--- config.mk ---
export PLATFORM = sky130hd
export DESIGN_NAME = exe_muldiv_unit
export DESIGN_NICKNAME = d
export VERILOG_FILES = /design/src/rtl/muldiv_pkg.sv /design/src/rtl/muldiv_step.sv /design/src/rtl/exe_muldiv_unit.sv
export SDC_FILE = /design/constraint.sdc
export NUM_CORES = 1
export LEC_CHECK = 0
export CORE_UTILIZATION = 50
export CTS_BUF_LIST = sky130_fd_sc_hd__clkbuf_16
export CTS_CLUSTER_DIAMETER = 200
export DETAILED_ROUTE_END_ITERATION = 16
export PLACE_DENSITY = 0.78
export SLEW_MARGIN = 20
export SYNTH_ARGS = -nofsm -noshare
export SYNTH_HDL_FRONTEND = slang
export SYNTH_SLANG_ARGS = --single-unit
--- constraint.sdc ---
create_clock -name clk -period 4.4 [get_ports clk]
set_input_delay 0.88 -clock clk [delete_from_list [all_inputs] [get_ports clk]]
set_output_delay 0.88 -clock clk [all_outputs]
set_load 0.02 [all_outputs]
--- src/rtl/muldiv_pkg.sv ---
// Shared encodings for the execute-stage multiply/divide unit:
// opcodes, FSM states and the step-counter width helper.
package muldiv_pkg;

    localparam logic [2:0] OP_MULT  = 3'd0;
    localparam logic [2:0] OP_MULTU = 3'd1;
    localparam logic [2:0] OP_DIV   = 3'd2;
    localparam logic [2:0] OP_DIVU  = 3'd3;
    localparam logic [2:0] OP_MTHI  = 3'd4;
    localparam logic [2:0] OP_MTLO  = 3'd5;
    localparam logic [2:0] OP_NOP   = 3'd6;

    typedef enum logic [1:0] {
        ST_IDLE = 2'd0,
        ST_CALC = 2'd1,
        ST_FIX  = 2'd2
    } state_t;

    // Counter must hold XLEN/UNROLL itself, hence the +1.
    function automatic int calc_cnt_w(input int xlen, input int unroll);
        return $clog2(xlen / unroll + 1);
    endfunction

endpackage

--- src/rtl/muldiv_step.sv ---
// One combinational radix-2 step: shift-add for multiply or
// restoring subtract for divide, selected by mode_div.
module muldiv_step #(
    parameter int XLEN = 32
) (
    input  logic            mode_div,
    input  logic [XLEN-1:0] hi_in,
    input  logic [XLEN-1:0] lo_in,
    input  logic [XLEN-1:0] b,
    output logic [XLEN-1:0] hi_out,
    output logic [XLEN-1:0] lo_out
);

    logic [XLEN:0] sum;
    logic [XLEN:0] shifted;
    logic          ge;

    // NOTE: every output of a combinational block gets a value on every path,
    // otherwise synthesis infers a latch.
    always_comb begin
        sum     = {1'b0, hi_in} + {1'b0, b & {XLEN{lo_in[0]}}};
        shifted = {hi_in, lo_in[XLEN-1]};
        ge      = shifted >= {1'b0, b};
        if (mode_div) begin
            // A restored remainder is always below the divisor, so XLEN bits suffice.
            hi_out = ge ? (shifted[XLEN-1:0] - b) : shifted[XLEN-1:0];
            lo_out = {lo_in[XLEN-2:0], ge};
        end else begin
            hi_out = sum[XLEN:1];
            lo_out = {sum[0], lo_in[XLEN-1:1]};
        end
    end

endmodule

--- src/rtl/exe_muldiv_unit.sv ---
// Iterative multiply/divide unit with architectural HI/LO for the execute stage.
// Operates on magnitudes, applies signs in FIX, and supports abort via flush.
module exe_muldiv_unit
    import muldiv_pkg::*;
#(
    parameter int XLEN   = 32,
    parameter int UNROLL = 1
) (
    input  logic            clk,
    input  logic            resetn,
    input  logic            in_valid,
    output logic            in_ready,
    input  logic [2:0]      op,
    input  logic [XLEN-1:0] src1,
    input  logic [XLEN-1:0] src2,
    input  logic            flush,
    output logic            busy,
    output logic            done,
    output logic            div_by_zero,
    output logic [XLEN-1:0] hi,
    output logic [XLEN-1:0] lo
);

    localparam int STEPS = XLEN / UNROLL;
    localparam int CNT_W = calc_cnt_w(XLEN, UNROLL);

    state_t                state, state_nxt;
    logic [CNT_W-1:0]      cnt;
    logic [XLEN-1:0]       acc_hi, acc_lo, opnd_b;
    logic                  is_div, neg_q, neg_r, div_zero;
    logic                  accept, op_long, op_signed, op_is_div;
    logic [XLEN-1:0]       abs1, abs2, quo, rem;
    logic [2*XLEN-1:0]     prod, result;
    logic [UNROLL:0][XLEN-1:0] chain_hi, chain_lo;

    always_comb begin
        op_long   = (op == OP_MULT) || (op == OP_MULTU) || (op == OP_DIV) || (op == OP_DIVU);
        op_signed = (op == OP_MULT) || (op == OP_DIV);
        op_is_div = (op == OP_DIV) || (op == OP_DIVU);
        abs1      = (op_signed && src1[XLEN-1]) ? -src1 : src1;
        abs2      = (op_signed && src2[XLEN-1]) ? -src2 : src2;
    end

    // NOTE: sequential state uses non-blocking assignments so every register
    // samples pre-edge values regardless of statement order.
    always_ff @(posedge clk or negedge resetn) begin
        if (!resetn) state <= ST_IDLE;
        else         state <= state_nxt;
    end

    always_comb begin
        state_nxt = state;
        if (flush) begin
            state_nxt = ST_IDLE;
        end else begin
            case (state)
                ST_IDLE: if (accept && op_long) state_nxt = ST_CALC;
                ST_CALC: if (cnt == CNT_W'(1))  state_nxt = ST_FIX;
                ST_FIX:  state_nxt = ST_IDLE;
                default: state_nxt = ST_IDLE;
            endcase
        end
    end

    always_comb begin
        in_ready = (state == ST_IDLE) && !flush;
        busy     = (state != ST_IDLE);
        accept   = in_valid && in_ready;
    end

    assign chain_hi[0] = acc_hi;
    assign chain_lo[0] = acc_lo;

    for (genvar g = 0; g < UNROLL; g++) begin : g_step
        muldiv_step #(.XLEN(XLEN)) u_step (
            .mode_div (is_div),
            .hi_in    (chain_hi[g]),
            .lo_in    (chain_lo[g]),
            .b        (opnd_b),
            .hi_out   (chain_hi[g+1]),
            .lo_out   (chain_lo[g+1])
        );
    end

    // NOTE: datapath registers carry no reset; they are always loaded on accept
    // before the FSM ever reads them, and only HI/LO/done are architectural.
    always_ff @(posedge clk) begin
        if (accept && op_long) begin
            cnt      <= CNT_W'(STEPS);
            acc_hi   <= '0;
            acc_lo   <= op_is_div ? abs1 : abs2;
            opnd_b   <= op_is_div ? abs2 : abs1;
            is_div   <= op_is_div;
            neg_q    <= op_signed && (src1[XLEN-1] ^ src2[XLEN-1]);
            neg_r    <= op_signed && src1[XLEN-1];
            div_zero <= op_is_div && (src2 == '0);
        end else if (state == ST_CALC) begin
            cnt    <= cnt - CNT_W'(1);
            acc_hi <= chain_hi[UNROLL];
            acc_lo <= chain_lo[UNROLL];
        end
    end

    // Divide by zero leaves remainder = |src1|; re-applying src1's sign restores
    // raw src1, so only the quotient needs the bypass.
    always_comb begin
        prod = {acc_hi, acc_lo};
        quo  = div_zero ? '1 : (neg_q ? -acc_lo : acc_lo);
        rem  = neg_r ? -acc_hi : acc_hi;
        result = is_div ? {rem, quo} : (neg_q ? -prod : prod);
    end

    always_ff @(posedge clk or negedge resetn) begin
        if (!resetn) begin
            hi          <= '0;
            lo          <= '0;
            done        <= 1'b0;
            div_by_zero <= 1'b0;
        end else begin
            done        <= 1'b0;
            div_by_zero <= 1'b0;
            if (accept && !op_long) begin
                if (op == OP_MTHI) hi <= src1;
                if (op == OP_MTLO) lo <= src1;
                done <= 1'b1;
            end else if (state == ST_FIX && !flush) begin
                {hi, lo}    <= result;
                done        <= 1'b1;
                div_by_zero <= div_zero;
            end
        end
    end

endmodule

==> results.md <==
* Run status: finished clean
* Initial DRT Pass Iterations at 8
* RSZ-0062 raised after global routing: false
* Largest family of logic cells by synthesized area: compound AO/OA/AOI/OAI gates
* Post-Syn Nets at 1,974
* CTS tree: yes
* CP Data Arrival Time at ~4.3 ns
* Max-slew violations at 0
* DR vias/cell at roughly 6.3
* Vias in the first global route at 13,950
* First-pass GRT wire length at approximately 80,000 µm
* DRC at 0
* Routed vias at 14,730
* Simple-Gate Fraction of Synth Area at 18.65%
* Die H at about 170 µm
* Drt initial violations at 1,595
* GP Congestion at between 0.9 and 1
* Post-synthesis cell type count at 73
* CP cell instances: inv_1 > buf_4 > nor2_1 > ha_1 > a21o_1 > a21o_1 > a21oi_1 > nand2_1 > a21oi_1 > o21ai_0 > a21o_1 > a2111oi_0 > nor3_1 > a2111oi_0
* Final Util at 59.26%
* Crit path launch: acc_lo[0]
* # rows at 62
* Leak at 0.007005 µW
* Max Cap Viol at 0
* Hold_buf cts at 0
* Asr flop ratio synth at 39.08%
* CP Max Fanout at 12
* Worst path required time at between 4 and 5 ns
* Drt wl/cell at 21.97 µm
* Hold EP: lo[29]
* EDFF count, synth at 68
* Register area at 0.004504 mm²
* Ranking of synthesized cells by area: edfxtp_1 (14%), dfrtp_1 (12%), xnor2_1 (6.5%)
* Yosys top cell area share at 14.00%
* Critical Path Source Type: register
* Fin. Hold Viols at 0
* Fin crit period at 4.003 ns
* Yosys reg bits at 174
* Pwr per Cell Area at roughly 560 mW/mm²
* Mux cell area share after synthesis at under 10%
* Synth Flop Type: edfxtp_1
* CTS max path bufs at 2
* Family with the most delay on the worst path: compound AO/OA/AOI/OAI gates
* Cell Count, Final, Fillers Out at 2,330
* CTS buffer count at 17
* Crit path depth at 14
* Nets at just over 2,000
* Hold_sp: lo[29]
* Worst Tran Pin Value at 0.9248 ns
* Post-synthesis adder-cell area fraction at 6.282%
* Routed wire length at around 51,000 µm
* Width of the die at 172.8 µm
* Input/output buffers at 138
* Grt ovf at 0
* Diode count at 0
* CP peak stage delay at 0.48 ns
* Final Cycle Share at 90.98%
* Die area at between 0.02 and 0.03 mm²
* Min-Delay Path Depth at 2
* HP Class: register to register
* Post_cts resized at 0
* Crit. End Element: register
* Placed cell count at 2,298
* Initial Util at 50.80%
* Post-synthesis sequential area ratio at between 30% and 40%
* Multi-input gate area at 0.009474 mm²
* H-tree depth at 4
* Yosys Warn Count at 0
* Slew margin rel. at 38.07%
* Fillers at about 2,600
* Clk_skew at 0.009512 ns
* Compound-Gate Fraction of Synth Area at roughly 23%
* Initial antenna violation count at 1
* Share of cells above drive strength 1 at 5.653%
* Slowest-stage cell, CP: inv_1
* Area Growth Syn to Fin at 16.67%
* GRT Total Usage at 33.68%
* Avg Inst Size Synth at 7.963 µm²
* Worst path bufs/invs at 2
* XOR/XNOR share of the synthesized area at 10.75%
* Antenna-violating nets left at 0
* Register clock-pin slew on the reported worst setup and hold paths at roughly 0.070 ns
* Largest net degree at the start of global routing at 75
* R2R Setup Slk at 0.40 ns
* Worst reg2reg path endpoint: acc_hi[17]
* Root Buffer: clkbuf_16
* Peak VDD IR at 0.3212 mV
* Setup_tns at 0 ns
* Post-CTS Setup Inserts at 0
* Synth Cell Area at about 0.015 mm²
* RR Startpoint: acc_lo[0]
* R2R cell count at 14
* Cells after Synth at between 1,500 and 2,000
* Core area at 0.02870 mm²
* Most used cell, CP: a21o_1
* Peak Freq at 249.8 MHz
* Setup CP Type: register to register
* Setup-failing EPs final at 0
* CTS Sinks at 174
* Largest area contributor in the netlist: edfxtp_1
* Num ports at 139
* Clk_lat worst skew at approximately 0.45 ns
* Post-DP HPWL at 39,610 µm
[layer usage]
metal / vias to the layer above / part of all wire (%) / GRT usage, %
li1: 6802 / - / -
met1: 6929 / 40 / 43.27
met2: 818 / 46 / 54.60
met3: 180 / 9.1 / 6.596
met4: 2 / 4.7 / 15.71
met5: - / 0.025 / 0
[worst reg2reg max path: cells and delay by family, from the launching register on]
| family | cells | cell delay, ns |
|---|---|---|
| buf+inv | 2 | 0.75 |
| simple gates | 3 | 0.36 |
| fa+ha+maj | 1 | 0.35 |
| compound gates | 8 | 2.01 |
| flops | 1 | 0.40 |
[final cells by class]
cell class / count / area share [%]
multi-input combinational: 1489 / 55.70
clock buffer: 17 / 2.501
timing repair buffer: 183 / 10.22
inverter: 68 / 1.501
clock inverter: 15 / 0.7723
tap: 384 / 2.825
sequential: 174 / 26.48
[cells in the mapped netlist (33+ instances only)]
cell type	count
nor3_1	43
a21o_1	35
dfrtp_1	68
o21ai_0	185
dfxtp_1	38
nor2_1	153
a21oi_1	170
nand3_1	33
clkbuf_1	81
ha_1	70
edfxtp_1	68
o22ai_1	38
xnor2_1	108
mux2i_1	77
nand2_1	228
inv_1	67
xor2_1	71
[cells by family (layout without fill, tap and decap cells)]
family / Yosys count / after routing
AND/OR/NAND/NOR: 586 / 586
AO/OA/AOI/OAI: 566 / 566
XOR/XNOR: 179 / 179
flip-flops: 174 / 174
buffers and inverters: 168 / 283
multiplexers: 86 / 86
adder cells (fa/ha/maj): 72 / 72
[worst max-delay path by stage]
stage	to	slack (ns)
6_report	acc_hi[17]	0.40
5_1_grt	acc_hi[17]	0.14
4_1_cts	acc_hi[17]	0.55
3_5_place_dp	acc_lo[30]	0.32
3_3_place_gp	acc_lo[30]	0.46
2_1_floorplan	acc_lo[0]	0.78
[registers in the layout, indices dropped and copies added (netlist names)]
register,cells
acc_hi,32
neg_q,1
div_zero,1
state,2
cnt,6
done,1
is_div,1
acc_lo,32
lo,32
opnd_b,32
div_by_zero,1
neg_r,1
hi,32
[where the power goes]
part | leakage (µW) | switching [µW] | total, µW | internal, µW
clock network | 0.000279 | 720 | 1510 | 787
logic | 0.00493 | 2990 | 5210 | 2220
registers | 0.00180 | 635 | 2780 | 2150
total | 0.00700 | 4350 | 9510 | 5160
[metrics by stage]
stage | cell area, µm² | hold WS, ns | setup WS [ns] | power [µW]
6_report | 17010 | 0.4816 | 0.3969 | 9507
5_1_grt | 17010 | 0.5122 | 0.1415 | 10040
4_1_cts | 17010 | 0.4876 | 0.5506 | 9404
3_5_place_dp | 16450 | 0.4720 | 0.3176 | 7888
3_3_place_gp | 16450 | 0.4659 | 0.4608 | 7813
2_1_floorplan | 14580 | 0.4658 | 0.7799 | 6124
[layout by cell type, fill, tap and decap left out, types with 4 or more instances in the layout]
cell,instances
nand2b_1,13
o41ai_1,12
o21bai_1,13
a21oi_1,169
a31oi_1,17
nor2_1,152
buf_4,43
a21o_1,35
clkdlybuf4s50_1,137
o21ai_0,185
nand3_1,32
and3_1,14
nor2b_1,11
xor2_1,71
o211ai_1,12
or3_1,11
nor4_1,12
mux2i_1,77
o21a_1,13
inv_6,4
and2_1,12
a211oi_1,13
o31ai_1,23
mux2_2,9
a21boi_0,4
dfrtp_1,68
o22ai_1,38
nand4_1,19
edfxtp_1,68
nand2_1,228
nor3_1,43
xnor2_1,108
dfxtp_1,38
nor3b_1,5
clkbuf_16,17
or2_2,5
or4_1,8
inv_1,67
ha_1,70
(Power assumes the default switching activity.)
